===== src/rtl/secure_lsu_if.sv =====
// rtl/secure_lsu_if.sv - core request/response, key-write and memory bus bundle for secure_lsu
interface secure_lsu_if #(
  parameter int DATA_W      = 32,
  parameter int ADDR_W      = 10,
  parameter int NUM_REGIONS = 4,
  parameter int MAX_FAULTS  = 3
);
  localparam int RW  = $clog2(NUM_REGIONS);
  localparam int FCW = $clog2(MAX_FAULTS + 1);

  logic              req_valid;
  logic              req_ready;
  logic              req_write;
  logic [ADDR_W-1:0] req_addr;
  logic [DATA_W-1:0] req_wdata;
  logic [DATA_W-1:0] req_key;
  logic              resp_valid;
  logic [DATA_W-1:0] resp_rdata;
  logic              resp_fault;
  logic              key_we;
  logic [RW-1:0]     key_region;
  logic [DATA_W-1:0] key_wdata;
  logic              mem_valid;
  logic              mem_write;
  logic [ADDR_W-1:0] mem_addr;
  logic [DATA_W-1:0] mem_wdata;
  logic              mem_ready;
  logic [DATA_W-1:0] mem_rdata;
  logic              locked;
  logic [FCW-1:0]    fault_count;

  modport slave (
    input  req_valid, req_write, req_addr, req_wdata, req_key,
    input  key_we, key_region, key_wdata,
    input  mem_ready, mem_rdata,
    output req_ready, resp_valid, resp_rdata, resp_fault,
    output mem_valid, mem_write, mem_addr, mem_wdata,
    output locked, fault_count
  );

  modport master (
    output req_valid, req_write, req_addr, req_wdata, req_key,
    output key_we, key_region, key_wdata,
    output mem_ready, mem_rdata,
    input  req_ready, resp_valid, resp_rdata, resp_fault,
    input  mem_valid, mem_write, mem_addr, mem_wdata,
    input  locked, fault_count
  );
endinterface


===== src/rtl/secure_lsu.sv =====
// rtl/secure_lsu.sv - keyed, XOR-encrypting multi-cycle load/store unit with fault lockout
// Optional key rotation by word address: define SECURE_LSU_ROTATE_EN.
module secure_lsu #(
  parameter int DATA_W      = 32,
  parameter int ADDR_W      = 10,
  parameter int NUM_REGIONS = 4,
  parameter int MAX_FAULTS  = 3,
  parameter int TIMEOUT     = 16
) (
  input logic         clk,
  input logic         reset,
  secure_lsu_if.slave bus
);
  localparam int RW  = $clog2(NUM_REGIONS);
  localparam int FCW = $clog2(MAX_FAULTS + 1);
  localparam int WCW = $clog2(TIMEOUT + 1);

  typedef enum logic [2:0] {S_IDLE, S_CHECK, S_MEM, S_RESP, S_LOCK} state_e;

  state_e            state_q, state_d;
  logic [ADDR_W-1:0] addr_q, addr_d;
  logic [DATA_W-1:0] wdata_q, wdata_d;
  logic [DATA_W-1:0] key_q, key_d;
  logic              write_q, write_d;
  logic [DATA_W-1:0] rdata_q, rdata_d;
  logic              fault_q, fault_d;
  logic [WCW-1:0]    wait_q, wait_d;
  logic [FCW-1:0]    fault_cnt_q, fault_cnt_d;

  logic [DATA_W-1:0]      key_table_q [NUM_REGIONS];
  logic [NUM_REGIONS-1:0] key_valid_q;

  logic [RW-1:0]     region;
  logic [DATA_W-1:0] key_cur;
  logic [DATA_W-1:0] eff_key;
  logic              key_match;
  logic              key_wr_en;

  assign region    = addr_q[ADDR_W-1 -: RW];
  assign key_cur   = key_table_q[region];
  assign key_match = key_valid_q[region] && (key_q == key_cur);
  assign key_wr_en = (state_q == S_IDLE) && bus.key_we;

`ifdef SECURE_LSU_ROTATE_EN
  int                  rot_amt;
  logic [2*DATA_W-1:0] key_dbl;
  assign rot_amt = int'(addr_q) % DATA_W;
  assign key_dbl = {key_cur, key_cur} << rot_amt;
  assign eff_key = key_dbl[2*DATA_W-1:DATA_W];
`else
  assign eff_key = key_cur;
`endif

  // The table is written at the IDLE edge, so a same-cycle accept sees the new key in CHECK.
  always_ff @(posedge clk or posedge reset) begin
    if (reset) begin
      for (int i = 0; i < NUM_REGIONS; i++) key_table_q[i] <= '0;
      key_valid_q <= '0;
    end else if (key_wr_en) begin
      key_table_q[bus.key_region] <= bus.key_wdata;
      key_valid_q[bus.key_region] <= 1'b1;
    end
  end

  always_ff @(posedge clk or posedge reset) begin
    if (reset) begin
      state_q     <= S_IDLE;
      addr_q      <= '0;
      wdata_q     <= '0;
      key_q       <= '0;
      write_q     <= 1'b0;
      rdata_q     <= '0;
      fault_q     <= 1'b0;
      wait_q      <= '0;
      fault_cnt_q <= '0;
    end else begin
      state_q     <= state_d;
      addr_q      <= addr_d;
      wdata_q     <= wdata_d;
      key_q       <= key_d;
      write_q     <= write_d;
      rdata_q     <= rdata_d;
      fault_q     <= fault_d;
      wait_q      <= wait_d;
      fault_cnt_q <= fault_cnt_d;
    end
  end

  always_comb begin
    state_d     = state_q;
    addr_d      = addr_q;
    wdata_d     = wdata_q;
    key_d       = key_q;
    write_d     = write_q;
    rdata_d     = rdata_q;
    fault_d     = fault_q;
    wait_d      = wait_q;
    fault_cnt_d = fault_cnt_q;
    unique case (state_q)
      S_IDLE: begin
        if (bus.req_valid) begin
          addr_d  = bus.req_addr;
          wdata_d = bus.req_wdata;
          key_d   = bus.req_key;
          write_d = bus.req_write;
          rdata_d = '0;
          fault_d = 1'b0;
          wait_d  = '0;
          state_d = S_CHECK;
        end
      end
      S_CHECK: begin
        if (key_match) begin
          state_d = S_MEM;
        end else begin
          fault_d = 1'b1;
          state_d = S_RESP;
        end
      end
      S_MEM: begin
        if (bus.mem_ready) begin
          if (!write_q) rdata_d = bus.mem_rdata ^ eff_key;
          state_d = S_RESP;
        end else if (wait_q == WCW'(TIMEOUT - 1)) begin
          fault_d = 1'b1;
          state_d = S_RESP;
        end else begin
          wait_d = wait_q + 1'b1;
        end
      end
      S_RESP: begin
        if (fault_q && (fault_cnt_q != FCW'(MAX_FAULTS))) fault_cnt_d = fault_cnt_q + 1'b1;
        state_d = (fault_cnt_d == FCW'(MAX_FAULTS)) ? S_LOCK : S_IDLE;
      end
      S_LOCK: state_d = S_LOCK;
      default: state_d = S_IDLE;
    endcase
  end

  // Outputs decode the state register so reset deasserts mem_valid without waiting for an edge.
  assign bus.req_ready   = (state_q == S_IDLE);
  assign bus.resp_valid  = (state_q == S_RESP);
  assign bus.resp_fault  = (state_q == S_RESP) && fault_q;
  assign bus.resp_rdata  = ((state_q == S_RESP) && !fault_q) ? rdata_q : '0;
  assign bus.mem_valid   = (state_q == S_MEM);
  assign bus.mem_write   = (state_q == S_MEM) && write_q;
  assign bus.mem_addr    = (state_q == S_MEM) ? addr_q : '0;
  assign bus.mem_wdata   = (state_q == S_MEM) ? (wdata_q ^ eff_key) : '0;
  assign bus.locked      = (state_q == S_LOCK);
  assign bus.fault_count = fault_cnt_q;
endmodule

===== src/flat_wrapper.sv =====
// flat-port wrapper written by rule: the top's interface ports become plain ports
module secure_lsu_flat 
#(
  parameter int DATA_W      = 32,
  parameter int ADDR_W      = 10,
  parameter int NUM_REGIONS = 4,
  parameter int MAX_FAULTS  = 3,
  parameter int TIMEOUT     = 16
)
  (clk, reset, bus_req_valid, bus_req_write, bus_req_addr, bus_req_wdata, bus_req_key, bus_key_we, bus_key_region, bus_key_wdata, bus_mem_ready, bus_mem_rdata, bus_req_ready, bus_resp_valid, bus_resp_rdata, bus_resp_fault, bus_mem_valid, bus_mem_write, bus_mem_addr, bus_mem_wdata, bus_locked, bus_fault_count);
  secure_lsu_if #(.DATA_W(DATA_W), .ADDR_W(ADDR_W), .NUM_REGIONS(NUM_REGIONS), .MAX_FAULTS(MAX_FAULTS)) bus_i ();
  input logic clk;
  input logic reset;
  input wire logic [$bits(bus_i.req_valid)-1:0] bus_req_valid;
  input wire logic [$bits(bus_i.req_write)-1:0] bus_req_write;
  input wire logic [$bits(bus_i.req_addr)-1:0] bus_req_addr;
  input wire logic [$bits(bus_i.req_wdata)-1:0] bus_req_wdata;
  input wire logic [$bits(bus_i.req_key)-1:0] bus_req_key;
  input wire logic [$bits(bus_i.key_we)-1:0] bus_key_we;
  input wire logic [$bits(bus_i.key_region)-1:0] bus_key_region;
  input wire logic [$bits(bus_i.key_wdata)-1:0] bus_key_wdata;
  input wire logic [$bits(bus_i.mem_ready)-1:0] bus_mem_ready;
  input wire logic [$bits(bus_i.mem_rdata)-1:0] bus_mem_rdata;
  output wire logic [$bits(bus_i.req_ready)-1:0] bus_req_ready;
  output wire logic [$bits(bus_i.resp_valid)-1:0] bus_resp_valid;
  output wire logic [$bits(bus_i.resp_rdata)-1:0] bus_resp_rdata;
  output wire logic [$bits(bus_i.resp_fault)-1:0] bus_resp_fault;
  output wire logic [$bits(bus_i.mem_valid)-1:0] bus_mem_valid;
  output wire logic [$bits(bus_i.mem_write)-1:0] bus_mem_write;
  output wire logic [$bits(bus_i.mem_addr)-1:0] bus_mem_addr;
  output wire logic [$bits(bus_i.mem_wdata)-1:0] bus_mem_wdata;
  output wire logic [$bits(bus_i.locked)-1:0] bus_locked;
  output wire logic [$bits(bus_i.fault_count)-1:0] bus_fault_count;
  assign bus_i.req_valid = bus_req_valid;
  assign bus_i.req_write = bus_req_write;
  assign bus_i.req_addr = bus_req_addr;
  assign bus_i.req_wdata = bus_req_wdata;
  assign bus_i.req_key = bus_req_key;
  assign bus_i.key_we = bus_key_we;
  assign bus_i.key_region = bus_key_region;
  assign bus_i.key_wdata = bus_key_wdata;
  assign bus_i.mem_ready = bus_mem_ready;
  assign bus_i.mem_rdata = bus_mem_rdata;
  assign bus_req_ready = bus_i.req_ready;
  assign bus_resp_valid = bus_i.resp_valid;
  assign bus_resp_rdata = bus_i.resp_rdata;
  assign bus_resp_fault = bus_i.resp_fault;
  assign bus_mem_valid = bus_i.mem_valid;
  assign bus_mem_write = bus_i.mem_write;
  assign bus_mem_addr = bus_i.mem_addr;
  assign bus_mem_wdata = bus_i.mem_wdata;
  assign bus_locked = bus_i.locked;
  assign bus_fault_count = bus_i.fault_count;
  secure_lsu #(.DATA_W(DATA_W), .ADDR_W(ADDR_W), .NUM_REGIONS(NUM_REGIONS), .MAX_FAULTS(MAX_FAULTS), .TIMEOUT(TIMEOUT)) u_core (.clk(clk), .reset(reset), .bus(bus_i));
endmodule

===== config.mk =====
export PLATFORM = sky130hd
export DESIGN_NAME = secure_lsu_flat
export DESIGN_NICKNAME = d
export VERILOG_FILES = /design/src/rtl/secure_lsu_if.sv /design/src/rtl/secure_lsu.sv /design/src/flat_wrapper.sv
export SDC_FILE = /design/constraint.sdc
export NUM_CORES = 1
export LEC_CHECK = 0
export ABC_AREA = 0
export CORE_UTILIZATION = 56
export DETAILED_ROUTE_END_ITERATION = 10
export PLACE_DENSITY = 0.85
export SLEW_MARGIN = 10
export SYNTH_ARGS = -nofsm -noshare
export SYNTH_HDL_FRONTEND = slang
export SYNTH_SLANG_ARGS = --single-unit

===== constraint.sdc =====
create_clock -name clk -period 12.95 [get_ports clk]
set_input_delay 1.295 -clock clk [delete_from_list [all_inputs] [get_ports clk]]
set_output_delay 1.295 -clock clk [all_outputs]
set_load 0.02 [all_outputs]

Word level (Yosys, flattened, before mapping)
Cells that the tools add are included.
{"block": "totals", "out_inout_bits": 82, "ff_bits": 250, "in_bits": 146, "elab_cells": 94}
{"block": "classes", "n_reduce_logical": 17, "eq_ne": 16, "n_mux": 34, "order_cmp": 6, "n_addsub": 2, "bitwise_logic": 5}
{"op": "$mux W32", "n": 8}
{"op": "$bwmux W128", "n": 1}
{"op": "$bmux W32 S2", "n": 1}
{"op": "$demux W32 S2", "n": 1}
{"op": "$pmux W32 S2", "n": 1}
{"op": "$xor A32 B32 Y32", "n": 2}
{"op": "$eq A32 B32 Y1", "n": 1}
{"op": "$mux W5", "n": 3}
{"op": "$pmux W3 S5", "n": 1}
{"op": "$ne A2 B2 Y1 const B", "n": 7}
{"op": "$mux W3", "n": 4}
{"op": "$mux W10", "n": 1}
{"op": "$pmux W5 S2", "n": 1}
{"op": "$logic_and A1 B1 Y1", "n": 8}
{"op": "$reduce_and A4 Y1", "n": 2}
{"op": "$mux W1", "n": 7}
{"op": "$eq A3 B2 Y1 const B", "n": 2}
{"op": "$ge A3 B3 Y1 const B", "n": 2}
{"op": "$lt A2 B3 Y1 const B", "n": 2}
{"op": "$not A2 Y3", "n": 2}
{"op": "$add A5 B1 Y5 const B", "n": 1}
{"op": "$eq A5 B4 Y1 const B", "n": 1}
{"op": "$reduce_and A5 Y1", "n": 1}
{"op": "$mux W2", "n": 2}
{"op": "17 further kinds", "n": 18}

Logic depth before layout (Yosys ltp)
{"block": "logic_depth", "ltp_word": 8, "ltp_mapped": 11, "ltp_nobuf": 8}

Least setup slack after synthesis
Ideal clock, no wire load.
{"block": "synth_path", "path_type": "reg-to-output", "start": "register u_core.addr_q[8]", "end": "output bus_mem_wdata[19]", "stages_incl_launch_ff": 9, "arrival_ns": 1.861, "path_buffers": 4, "slack_ns": 9.794, "required_ns": 11.655, "cell_sequence": "dfrtp_1 -> buf_4 -> buf_2 -> clkbuf_1 -> buf_1 -> nand2_1 -> o21ai_0 -> xor2_1 -> nor2_1"}
{"block": "synth_between", "elab_chain_len": 6}
{"item": "start, declared", "line": "secure_lsu.sv:21", "rtl": "logic [ADDR_W-1:0] addr_q, addr_d;"}
{"item": "start signal, assigned", "line": "secure_lsu.sv:78", "rtl": "addr_q <= addr_d;"}
{"item": "$not A2 Y3 (not written as such)", "line": "secure_lsu.sv:40", "rtl": "assign key_cur = key_table_q[region];"}
{"item": "$bmux W32 S2", "line": "secure_lsu.sv:40"}
{"item": "$mux W32 (not written as such) (2 in series)", "line": "secure_lsu.sv:40"}
{"item": "$xor A32 B32 Y32", "line": "secure_lsu.sv:148", "rtl": "assign bus.mem_wdata = (state_q == S_MEM) ? (wdata_q ^ eff_key) : '0;"}
{"item": "$mux W32", "line": "secure_lsu.sv:148"}
{"item": "end, declared", "line": "flat_wrapper.sv:31", "rtl": "output wire logic [$bits(bus_i.mem_wdata)-1:0] bus_mem_wdata;"}
No other way between the ends. The select of a mux whose other input is x is not followed.

Worst setup path after layout
{"block": "layout_path", "start": "register u_core.addr_q[9]", "end": "output bus_mem_wdata[19]"}
The elaborated chain is that of the path after synthesis.

==> flow_summary.json <==
{
  "fmax_mhz": 198,
  "ys_async_sr_fraction_pct": 100,
  "crit_buf_inv": 2,
  "crit_chain": "buf_4 > mux2_2 > o21ai_0 > xor2_1 > nor2_1 > clkdlybuf4s50_1",
  "grt_max_degree": 132,
  "final_core_util_pct": 74.2,
  "overflow": 0,
  "cp_slowest_cell": "dfrtp_2",
  "vias_per_cell": 5.61,
  "synth_seq_cells": 250,
  "timing.rr.end": "u_core.fault_q",
  "cts.reportedPaths.clkPinSlew_ps": 60,
  "period_needed_ps": 5040,
  "cts.htree.levels": 1,
  "synthDistinctLibCells": 51,
  "port_buffers": 227,
  "clock_tree.root_cell": "clkbuf_16",
  "ctsHoldBuffers": 0,
  "die_x_um": 147,
  "firstDrtPassIters": 5,
  "fin_nets": 1286,
  "highest_layer": "met5",
  "remaining_drc_errors": 0,
  "vias": 8004,
  "slew_headroom_pct": 24.6,
  "r2r-start": "u_core.addr_q[9]",
  "crit_family": "buffers and inverters",
  "yosysSeqAreaShare_pct": 52.9,
  "cts_resized": 0,
  "postRouteAntennaNets": 0,
  "crit_path_end_kind": "output pin",
  "tightestPinTransition_ps": 1130,
  "cts_setup_buffers": 0,
  "synthCells": 919,
  "wl_met3_um": 1790,
  "grtUsageTotal_pct": 28.1,
  "min_to": "u_core.key_valid_q[0]",
  "reg2reg_depth": 6,
  "synth_area_leaders": "dfrtp_1, mux2_2, xnor2_1",
  "status": "complete, no violations",
  "r2r_slack_ps": 9610,
  "slew_violations": 0,
  "syn_nets": 1068,
  "hp-class": "flip-flop to flip-flop",
  "grt_pass1_vias": 8331,
  "worstPathMaxFanout": 30,
  "clkSinkCount": 250,
  "core_um2": 20500,
  "leakage_uw": 0.00642,
  "clk_path_buf_depth": 3,
  "syn_to_final_growth_pct": 28.5,
  "ios": 228,
  "hold_viol_final": 0,
  "grt_pass1_wl_um": 46700,
  "start_kind": "flip-flop",
  "hold_depth": 1,
  "drtIter0Drc": 418,
  "rsz0062_at_grt": "false",
  "wl_per_cell_um": 21.1,
  "rows": 52,
  "fin_crit_sh_pct": 38.9,
  "synth_top_cell_by_area": "dfrtp_1",
  "crit_type": "flip-flop to output pin",
  "setup_violations": 0,
  "fin_tns_setup_ps": 0,
  "synth_edf_count": 0,
  "place.gp.congestion": 0.848,
  "netlist.area_leader.share_pct": 52.9,
  "clk_latency_ps": 520,
  "finClkSkew_ps": 9.05,
  "die_height_um": 147,
  "drive_above_1_share_pct": 24.6,
  "avgSynthCellArea_um2": 12.9,
  "antenna_found_initial": 4,
  "arrival_ps": 3750,
  "min-delay-start": "u_core.key_valid_q[0]",
  "synthFlopType": "dfrtp_1",
  "max-vdd-ir-drop_uv": 116,
  "met1Wirelength_um": 13000,
  "dr_wl_met2_um": 14600,
  "die_area_um2": 21700,
  "dp_hpwl_um": 21000,
  "power_density_nw_per_um2": 263,
  "syn_area_um2": 11800,
  "initial_utilization_pct": 57.7,
  "drv_cap": 0,
  "synth_warnings": 0,
  "drt_wl_total_um": 30200,
  "critPathRequiredTime_ps": 11650,
  "cts_tree": "done",
  "numCtsBuffers": 26,
  "cp_slowest_stage_delay_ps": 760
}
## sequential cells by signal, summed over array words and instances, names as in the netlist, 2 cells and up
| signal | flops |
|---|---|
| u_core.wait_q | 5 |
| u_core.state_q | 3 |
| u_core.key_valid_q | 4 |
| u_core.key_table_q | 128 |
| u_core.bus.fault_count | 2 |
| u_core.rdata_q | 32 |
| u_core.wdata_q | 32 |
| u_core.addr_q | 10 |
| u_core.key_q | 32 |
## worst max path at each step
stage,from,slack [ps],end,cells past startpoint
5_1_grt,u_core.addr_q[9],7740,bus_mem_wdata[19],6
3_5_place_dp,u_core.addr_q[9],8490,bus_mem_wdata[19],6
6_report,u_core.addr_q[9],7910,bus_mem_wdata[19],6
4_1_cts,u_core.addr_q[9],7930,bus_mem_wdata[19],6
2_1_floorplan,reset,4780,u_core.addr_q[0],1
3_3_place_gp,u_core.addr_q[9],8510,bus_mem_wdata[19],6
## stage by stage
stage          hold slack [ps]  instances  instance area, µm²  power, µW  worst slack [ps]
3_5_place_dp               445       1379               14300       3220              8490
2_1_floorplan              426        919               11800       2660              4780
3_3_place_gp               444       1379               14300       3150              8510
5_1_grt                    481       1427               15200       4210              7740
6_report                   463       1428               15200       4000              7910
4_1_cts                    466       1426               15200       4010              7930
## where the power goes
group	internal (µW)	total, µW	switching [µW]
sequential	1170	1430	260
clock	471	774	304
combinational	911	1800	887
## worst register-to-register path: cells and delay by family, from the launching register on
kind | cells | cell delay, ps
DFF | 1 | 760
and+or+nand+nor | 2 | 670
muxes | 1 | 650
buffers and inverters | 1 | 580
xor gates and xnor gates | 1 | 380
AOI/OAI and AO/OA | 1 | 150
## layout by cell type, fill, tap and decap left out, types with 3 or more instances in the layout
| master | n |
|---|---|
| dfrtp_1 | 249 |
| o21ai_0 | 42 |
| bufinv_16 | 3 |
| and2_1 | 43 |
| inv_1 | 8 |
| a2bb2oi_1 | 3 |
| clkdlybuf4s50_1 | 227 |
| a21oi_1 | 3 |
| buf_4 | 12 |
| mux2i_1 | 28 |
| mux4_1 | 5 |
| clkbuf_16 | 27 |
| a22o_1 | 4 |
| xnor2_1 | 68 |
| ha_1 | 3 |
| mux4_2 | 13 |
| mux2_2 | 205 |
| nand4_1 | 8 |
| nor2_1 | 41 |
| nand2_1 | 63 |
| clkbuf_1 | 5 |
| xor2_1 | 33 |
| nor3_1 | 6 |
| nand2b_1 | 6 |
| clkinv_2 | 4 |
| clkbuf_8 | 5 |
| a31oi_1 | 3 |
## synthesized netlist by cell type (2+ instances only)
cell type / n
a21oi_1: 3
a22o_1: 4
a2bb2oi_1: 3
a31oi_1: 3
a32oi_1: 2
and2_1: 44
buf_1: 8
buf_2: 17
buf_4: 2
buf_6: 4
clkbuf_1: 17
dfrtp_1: 250
ha_1: 3
inv_1: 9
mux2_2: 205
mux2i_1: 28
mux4_1: 5
mux4_2: 13
nand2_1: 63
nand2b_1: 6
nand3b_1: 2
nand4_1: 8
nor2_1: 43
nor2b_1: 2
nor3_1: 6
nor3b_1: 2
nor4_1: 2
o21ai_0: 42
or2_2: 2
xnor2_1: 68
xor2_1: 33
## cell type report
type	count	area (µm²)
repair buffers	239	2360
well taps	270	338
fillers	1361	5290
inverters	11	48.8
flip-flops and latches	250	6260
clock inverters	10	138
multi-input cells	609	5290
clock buffers	37	763
diodes	2	5.00
## kinds of logic after synthesis
group / Yosys count / share of synthesized area (%)
multiplexers: 252 / 25.6
flip-flops: 250 / 52.9
XOR/XNOR: 101 / 7.48
adder cells (fa/ha/maj): 3 / 0.317
buffers and inverters: 60 / 2.54
AND/OR/NAND/NOR: 187 / 7.74
AO/OA/AOI/OAI: 66 / 3.46
## layer usage
metal	up-vias	track usage, %
li1	3634	-
met2	283	46.1
met3	62	4.41
met4	4	9.48
met5	-	0
met1	4021	38.5
No activity file was read; power rests on OpenSTA's default activity.
